[src/rtl/bib3_pkg.sv]
// Shared definitions for the buyruk executor: opcodes, FSM states and
// buyruk field positions. A buyruk is {opcode, A, B}, with A and B each
// dw bits wide and the opcode OPC_W bits wide.
package bib3_pkg;

  localparam int unsigned OPC_W = 3;

  localparam logic [OPC_W-1:0] OP_ADD = 3'b000;
  localparam logic [OPC_W-1:0] OP_SUB = 3'b001;
  localparam logic [OPC_W-1:0] OP_AND = 3'b010;
  localparam logic [OPC_W-1:0] OP_OR  = 3'b011;
  localparam logic [OPC_W-1:0] OP_XOR = 3'b100;
  localparam logic [OPC_W-1:0] OP_MUL = 3'b101;
  localparam logic [OPC_W-1:0] OP_SHL = 3'b110;
  localparam logic [OPC_W-1:0] OP_CMP = 3'b111;

  typedef enum logic [1:0] {
    IDLE = 2'd0,
    EXEC = 2'd1,
    MUL  = 2'd2,
    DONE = 2'd3
  } state_e;

  // B occupies the lowest dw bits of the buyruk.
  localparam int unsigned B_LSB = 0;

  // A sits directly above B.
  function automatic int unsigned a_lsb(input int unsigned dw);
    return dw;
  endfunction

  // The opcode sits directly above A.
  function automatic int unsigned opc_lsb(input int unsigned dw);
    return 2 * dw;
  endfunction

endpackage

[src/rtl/bib3_carpici.sv]
// Sequential shift-add multiplier. A start_i pulse loads the operands.
// One bit of b_i is consumed per cycle for DATA_W cycles. done_o pulses for
// one cycle once product_o holds the full result.
// Ports:
//   clk, rst  : clock and synchronous active-high reset
//   start_i   : load a_i/b_i and begin
//   a_i, b_i  : unsigned operands
//   done_o    : one-cycle pulse, product_o is valid
//   product_o : a_i * b_i
module bib3_carpici #(
  parameter int unsigned DATA_W = 3
) (
  input  logic                  clk,
  input  logic                  rst,
  input  logic                  start_i,
  input  logic [DATA_W-1:0]     a_i,
  input  logic [DATA_W-1:0]     b_i,
  output logic                  done_o,
  output logic [2*DATA_W-1:0]   product_o
);

  localparam int unsigned PW = 2 * DATA_W;
  localparam int unsigned CW = $clog2(DATA_W + 1);

  logic [PW-1:0]     mcand_q;
  logic [DATA_W-1:0] mplier_q;
  logic [PW-1:0]     acc_q;
  logic [CW-1:0]     cnt_q;
  logic              busy_q;
  logic              done_q;

  // Shift-add datapath: add the shifted multiplicand when the current B bit is set.
  always_ff @(posedge clk) begin
    if (rst) begin
      mcand_q  <= '0;
      mplier_q <= '0;
      acc_q    <= '0;
      cnt_q    <= '0;
      busy_q   <= 1'b0;
      done_q   <= 1'b0;
    end else begin
      done_q <= 1'b0;
      if (start_i) begin
        mcand_q  <= PW'(a_i);
        mplier_q <= b_i;
        acc_q    <= '0;
        cnt_q    <= CW'(DATA_W);
        busy_q   <= 1'b1;
      end else if (busy_q) begin
        if (mplier_q[0]) begin
          acc_q <= acc_q + mcand_q;
        end
        mcand_q  <= mcand_q << 1;
        mplier_q <= mplier_q >> 1;
        cnt_q    <= cnt_q - CW'(1);
        if (cnt_q == CW'(1)) begin
          busy_q <= 1'b0;
          done_q <= 1'b1;
        end
      end
    end
  end

  assign done_o    = done_q;
  assign product_o = acc_q;

endmodule

[src/rtl/buyruk_yurutucu.sv]
// Buyruk executor. It accepts one {opcode, A, B} word per valid/ready
// handshake and executes it. Multiply runs through the multi-cycle
// shift-add unit. The result is held registered until the sink accepts it.
// Optional feature: defining INSTR_COUNT_EN adds the instr_count port, a
// counter of completed instructions.
// Ports:
//   clk, rst    : clock and synchronous active-high reset
//   in_valid    : buyruk present
//   in_ready    : block can accept a buyruk (IDLE only)
//   buyruk      : {opcode, A, B}
//   out_valid   : sonuc/ovf valid
//   out_ready   : sink accepts the result
//   sonuc       : result
//   ovf         : result truncated or wrapped
//   instr_count : completed instructions (INSTR_COUNT_EN only)
module buyruk_yurutucu
  import bib3_pkg::*;
#(
  parameter int unsigned DATA_W = 3,
  parameter int unsigned RES_W  = 4
`ifdef INSTR_COUNT_EN
  ,
  parameter int unsigned CNT_W  = 16
`endif
) (
  input  logic                      clk,
  input  logic                      rst,
  input  logic                      in_valid,
  output logic                      in_ready,
  input  logic [OPC_W+2*DATA_W-1:0] buyruk,
  output logic                      out_valid,
  input  logic                      out_ready,
  output logic [RES_W-1:0]          sonuc,
`ifdef INSTR_COUNT_EN
  output logic [CNT_W-1:0]          instr_count,
`endif
  output logic                      ovf
);

  localparam int unsigned PW = 2 * DATA_W;
  // Wide enough for the largest shift (A << (2^DATA_W - 1)), the sum and the product.
  localparam int unsigned LW = DATA_W + (1 << DATA_W) + RES_W;

  state_e             state_q;
  logic [OPC_W-1:0]   op_q;
  logic [DATA_W-1:0]  a_q;
  logic [DATA_W-1:0]  b_q;
  logic [RES_W-1:0]   sonuc_q;
  logic               ovf_q;
  logic               out_valid_q;
  logic               in_ready_q;

  logic [OPC_W-1:0]   opc_in;
  logic [DATA_W-1:0]  a_in;
  logic [DATA_W-1:0]  b_in;
  logic               accept_c;
  logic               mul_start_c;
  logic               mul_done;
  logic [PW-1:0]      mul_product;
  logic [RES_W-1:0]   alu_sonuc_d;
  logic               alu_ovf_d;

  assign opc_in      = buyruk[opc_lsb(DATA_W) +: OPC_W];
  assign a_in        = buyruk[a_lsb(DATA_W) +: DATA_W];
  assign b_in        = buyruk[B_LSB +: DATA_W];
  assign accept_c    = in_valid && in_ready_q;
  // The multiplier loads on the accept edge, so its iterations overlap the MUL state.
  assign mul_start_c = accept_c && (opc_in == OP_MUL);

  bib3_carpici #(
    .DATA_W (DATA_W)
  ) u_carpici (
    .clk       (clk),
    .rst       (rst),
    .start_i   (mul_start_c),
    .a_i       (a_in),
    .b_i       (b_in),
    .done_o    (mul_done),
    .product_o (mul_product)
  );

  // Single-cycle operations on the latched operands.
  always_comb begin
    logic [LW-1:0] a_w;
    logic [LW-1:0] b_w;
    logic [LW-1:0] t;
    logic [2:0]    cmp3;
    alu_sonuc_d = '0;
    alu_ovf_d   = 1'b0;
    a_w         = LW'(a_q);
    b_w         = LW'(b_q);
    t           = '0;
    cmp3        = '0;
    case (op_q)
      OP_ADD: begin
        t           = a_w + b_w;
        alu_sonuc_d = RES_W'(t);
        alu_ovf_d   = |(t >> RES_W);
      end
      OP_SUB: begin
        t           = a_w - b_w;
        alu_sonuc_d = RES_W'(t);
        alu_ovf_d   = (a_q < b_q);
      end
      OP_AND: alu_sonuc_d = RES_W'(a_w & b_w);
      OP_OR:  alu_sonuc_d = RES_W'(a_w | b_w);
      OP_XOR: alu_sonuc_d = RES_W'(a_w ^ b_w);
      OP_SHL: begin
        t           = a_w << b_q;
        alu_sonuc_d = RES_W'(t);
        alu_ovf_d   = |(t >> RES_W);
      end
      OP_CMP: begin
        cmp3        = {(a_q > b_q), (a_q == b_q), (a_q < b_q)};
        alu_sonuc_d = RES_W'(cmp3);
      end
      default: begin
        alu_sonuc_d = '0;
        alu_ovf_d   = 1'b0;
      end
    endcase
  end

`ifdef INSTR_COUNT_EN
  logic [CNT_W-1:0] cnt_q;
`endif

  // Control FSM with registered handshake and result outputs.
  always_ff @(posedge clk) begin
    if (rst) begin
      state_q     <= IDLE;
      op_q        <= '0;
      a_q         <= '0;
      b_q         <= '0;
      sonuc_q     <= '0;
      ovf_q       <= 1'b0;
      out_valid_q <= 1'b0;
      in_ready_q  <= 1'b1;
`ifdef INSTR_COUNT_EN
      cnt_q       <= '0;
`endif
    end else begin
      case (state_q)
        IDLE: begin
          if (accept_c) begin
            op_q       <= opc_in;
            a_q        <= a_in;
            b_q        <= b_in;
            in_ready_q <= 1'b0;
            state_q    <= (opc_in == OP_MUL) ? MUL : EXEC;
          end
        end
        EXEC: begin
          sonuc_q     <= alu_sonuc_d;
          ovf_q       <= alu_ovf_d;
          out_valid_q <= 1'b1;
          state_q     <= DONE;
        end
        MUL: begin
          if (mul_done) begin
            sonuc_q     <= RES_W'(mul_product);
            ovf_q       <= |(mul_product >> RES_W);
            out_valid_q <= 1'b1;
            state_q     <= DONE;
          end
        end
        DONE: begin
          // in_ready rises only after the exit edge, so there is no same-cycle bypass.
          if (out_ready) begin
            out_valid_q <= 1'b0;
            in_ready_q  <= 1'b1;
            state_q     <= IDLE;
`ifdef INSTR_COUNT_EN
            cnt_q       <= cnt_q + CNT_W'(1);
`endif
          end
        end
        default: begin
          state_q     <= IDLE;
          out_valid_q <= 1'b0;
          in_ready_q  <= 1'b1;
        end
      endcase
    end
  end

  assign in_ready  = in_ready_q;
  assign out_valid = out_valid_q;
  assign sonuc     = sonuc_q;
  assign ovf       = ovf_q;
`ifdef INSTR_COUNT_EN
  assign instr_count = cnt_q;
`endif

endmodule

[config.mk]
export PLATFORM = sky130hd
export DESIGN_NAME = buyruk_yurutucu
export DESIGN_NICKNAME = d
export VERILOG_FILES = /design/src/rtl/bib3_pkg.sv /design/src/rtl/bib3_carpici.sv /design/src/rtl/buyruk_yurutucu.sv
export SDC_FILE = /design/constraint.sdc
export NUM_CORES = 1
export LEC_CHECK = 0
export BUFFER_PORTS_ARGS = -buffer_cell sky130_fd_sc_hd__buf_2
export CAP_MARGIN = 20
export CORE_UTILIZATION = 45
export CTS_CLUSTER_SIZE = 12
export DETAILED_ROUTE_END_ITERATION = 10
export PLACE_DENSITY_LB_ADDON = 0.08
export SLEW_MARGIN = 20
export SYNTH_ARGS = -nofsm -noshare
export SYNTH_HDL_FRONTEND = slang
export SYNTH_SLANG_ARGS = --single-unit
[constraint.sdc]
create_clock -name clk -period 2.1 [get_ports clk]
set_clock_uncertainty 0.15 [all_clocks]
set_input_delay 0.42 -clock clk [delete_from_list [all_inputs] [get_ports clk]]
set_output_delay 0.42 -clock clk [all_outputs]
set_load 0.005 [all_outputs]
==> run summary <==
Floorplan
* 5523 um^2 — Die Footprint
* 74.32 um — horizontal die dimension
* 25 — number of rows created at floorplan
* 74.32 um — height of the chip
* 48.23% — starting density of the core
* 4880 um^2 — Core Region
* 20 — # IOs

Place
* 2610 um^2 — Area after DPL
* 19 — number of buffers inserted by port buffering
* 0.8468 — RePlAce Congestion
* 3996 um — Final HPWL DP
* 378 — post-placement cell count

Clocking
* 290 ps — clock latency at the later pin of the worst-skew pair
* 37 — sinks on the clock net
* 2 — maximum number of buffers from clock root to sink
* 5 — clock buffer count from CTS
* 80 ps — clock transition at the register clock pins on the worst setup and hold paths after CTS
* sky130_fd_sc_hd__clkbuf_8 — CTS root buffer
* 2 — level count of the clock H-tree
* built — CTS tree

Route
* 109 — DR iter-0 viols
* 5253 um — Final Routed Wirelength
* 13.50 um — per-cell routed wire length
* 0 — number of design rule violations left after detail routing
* 5.293 — mean number of vias per cell
* 2,059 — count of vias placed by the detailed router
* 0 — final antenna-violating net count
* 4 — first-pass iteration count of the detailed router

Setup path
* flip-flop — type of destination of the critical path
* adder cells — kind of cell adding the most delay to the critical path
* inv_2 -> ha_4 -> inv_2 -> fa_2 -> fa_2 -> nor2b_4 -> o21ai_1 -> a21oi_1 -> nor4_1 -> nor3_1 — cell breakdown of the critical path
* reg2reg — kind of critical path
* 2 — crit path buf inv count
* 2170 ps — required time of the worst setup path
* sky130_fd_sc_hd__fa_2 — cell with the largest stage delay on the worst path
* 2250 ps — Data arrival, critical path
* 2 — crit-path max FO
* 540 ps — delay of the slowest cell on the worst path
* flip-flop — type of element launching the critical path
* -80 ps — register-to-register setup slack

Final layout
* 56.33% — utilization after layout
* sky130_fd_sc_hd__nand2_1 (41), sky130_fd_sc_hd__dfxtp_1 (34), sky130_fd_sc_hd__a21oi_1 (26) — top library cells by usage in the layout, fill and taps aside
* 358 — NumNets Final
* 20.50% — layout cell share with drive strength beyond 1
* 0 — total inserted antenna cells
* 16.80% — area growth from synthesis to final layout
* 1495 um^2 — area of the multi-input gates
* 2749 um^2 — cell area after layout
* sky130_fd_sc_hd__nand2_1 — most frequent standard cell in the layout excluding fill and tap cells
* 744.5 um^2 — flip-flop and latch area
* 389 — number of non-filler instances in the completed layout
* 507 — # fillers

Min path
* in2reg — kind of path behind the tightest hold check

Yosys
* 2354 um^2 — netlist area before placement
* 323 — Synthesized Nets
* 0% — share of flip-flops with an asynchronous set or reset after synthesis
* 0 — synthesis warning total
* 37 — count of state elements after synthesis
* 31.47% — Seq/Total Area, Yosys
* 0 — number of enable flip-flop cells after synthesis
* 286 — number of standard cells after synthesis
* 8.229 um^2 — mean cell area of the mapped netlist
* sky130_fd_sc_hd__dfxtp_1 — primary flip-flop cell chosen by synthesis mapping
* 53 — Netlist cell types

STA
* 0 — number of failing hold endpoints at the final stage
* 0 — number of max-slew violations in the final report
* true — unrepaired setup endpoints after global routing
* 62.54% — relative max-transition margin
* 459.1 MHz — Fmax
* 3 — number of endpoints failing setup at the final stage
* 2178 ps — Period minus WS final
* -105.6 ps — sum of negative setup slack
* -78.13 ps — smallest setup slack after layout
* 561.8 ps — Worst Max-Slew Pin Slew
* 103.7% — Period Utilization, post-route

Global routing
* 28.60% — met1 track utilization from global routing
* 0 — number of antenna violations at the first check in global routing
* 34.24% — global routing usage on met2
* 1,907 — via count of the first global-routing pass
* 0 — remaining global-route overflow
* met2 — Top Usage Layer GRT
* 21.17% — global routing usage summed across all routing layers
* 31 — largest net degree at the start of global routing
* 8714 um — global-route wire length before repair
* 3.930% — GR Util met3

Power
* 0.001092 uW — static leakage power
* 880.0 nW/um^2 — power density relative to cell area
* 0.6098 mV — largest voltage drop on the vdd net
* 2419 uW — total power

Run status
* setup timing — violations in the final reports
* complete, but fails checks — status

Flow run
* 0 — number of maximum-capacitance violations

-- state kept, by name (all words and copies together) (netlist names) --
name	flops
a_q	3
b_q	3
in_ready	1
op_q	3
out_valid	1
ovf	1
sonuc	4
state_q	2
u_carpici.busy_q	1
u_carpici.cnt_q	2
u_carpici.done_o	1
u_carpici.mcand_q	6
u_carpici.mplier_q	3
u_carpici.product_o	6
-- final cells by class --
type	instances	area share [%]
clock inverters	3	0.9103
repair buffers	41	9.467
inverters	19	2.594
clock buffers	5	2.503
multi-input cells	217	54.39
flip-flops and latches	37	27.08
well taps	67	3.050
-- repair_timing --
action,4_1_cts,5_1_grt
hold buffers,0,0
endpoints found under the setup margin,2,4
pin swaps,2,3
gates resized for setup,4,2
setup buffers,2,1
-- where the power goes --
group | switching (uW) | total [uW] | internal, uW
combinational | 543 | 1000 | 461
sequential | 89.0 | 890 | 801
clock | 285 | 525 | 240
-- logic make-up after synthesis --
kind of cell    after synthesis  synth area share (%)
buf+inv                      32                 6.273
fa+ha+maj                    24                 14.04
xor+xnor                      3                 1.117
compound gates               73                 20.52
simple gates                106                 21.90
flops                        37                 31.47
mux                          11                 4.679
-- worst min-delay path: stages --
cell and delay (ps):
sky130_fd_sc_hd__buf_2 110, sky130_fd_sc_hd__nand2_1 50, sky130_fd_sc_hd__a21oi_1 50
-- path summary, 6_finish.rpt --
check                                        endpoint             startpoint  cells after the start
worst max register to register               sonuc[2]                 a_q[0]                     10
worst min-delay path                           a_q[2]              buyruk[5]                      3
worst max-delay path                         sonuc[2]                 a_q[0]                     10
worst min register to register  u_carpici.mplier_q[2]  u_carpici.mplier_q[2]                      2
-- per-layer routing --
layer  up-vias  share of wire, %
li1       1077                 -
met1       934                51
met2        42                44
met3         6               3.9
met4         0              0.99
met5         -                 0
-- Yosys cell counts, types with 2 or more instances --
cell type | number | area share (%)
sky130_fd_sc_hd__clkbuf_1 | 4 | 0.64
sky130_fd_sc_hd__nand2b_1 | 4 | 1.1
sky130_fd_sc_hd__buf_6 | 3 | 1.4
sky130_fd_sc_hd__inv_1 | 19 | 3.0
sky130_fd_sc_hd__o311ai_0 | 2 | 0.74
sky130_fd_sc_hd__o22ai_1 | 3 | 0.80
sky130_fd_sc_hd__a31oi_1 | 4 | 1.1
sky130_fd_sc_hd__buf_1 | 2 | 0.32
sky130_fd_sc_hd__a211oi_1 | 8 | 2.6
sky130_fd_sc_hd__mux2i_1 | 11 | 4.7
sky130_fd_sc_hd__o21a_1 | 2 | 0.64
sky130_fd_sc_hd__xnor2_1 | 2 | 0.74
sky130_fd_sc_hd__a21oi_1 | 26 | 5.5
sky130_fd_sc_hd__nand3_1 | 8 | 1.7
sky130_fd_sc_hd__nor2_1 | 24 | 3.8
sky130_fd_sc_hd__and4b_1 | 2 | 0.85
sky130_fd_sc_hd__a311oi_1 | 3 | 1.1
sky130_fd_sc_hd__nand3b_1 | 5 | 1.6
sky130_fd_sc_hd__ha_1 | 20 | 11
sky130_fd_sc_hd__nor2b_1 | 7 | 1.9
sky130_fd_sc_hd__nor3_1 | 5 | 1.1
sky130_fd_sc_hd__nand2_1 | 41 | 6.5
sky130_fd_sc_hd__dfxtp_1 | 37 | 31
sky130_fd_sc_hd__o211ai_1 | 3 | 0.96
sky130_fd_sc_hd__o21ai_0 | 8 | 1.7
sky130_fd_sc_hd__buf_2 | 3 | 0.64
sky130_fd_sc_hd__fa_1 | 4 | 3.4
-- metrics by stage --
stage	worst slack, ps	hold slack, ps
2_1_floorplan	-26.70	296.8
3_3_place_gp	-60.10	316.8
3_5_place_dp	-94.44	326.2
4_1_cts	-60.55	208.6
5_1_grt	-198.6	214.4
6_report	-78.13	223.0
Power figures use the tool's default switching activity.
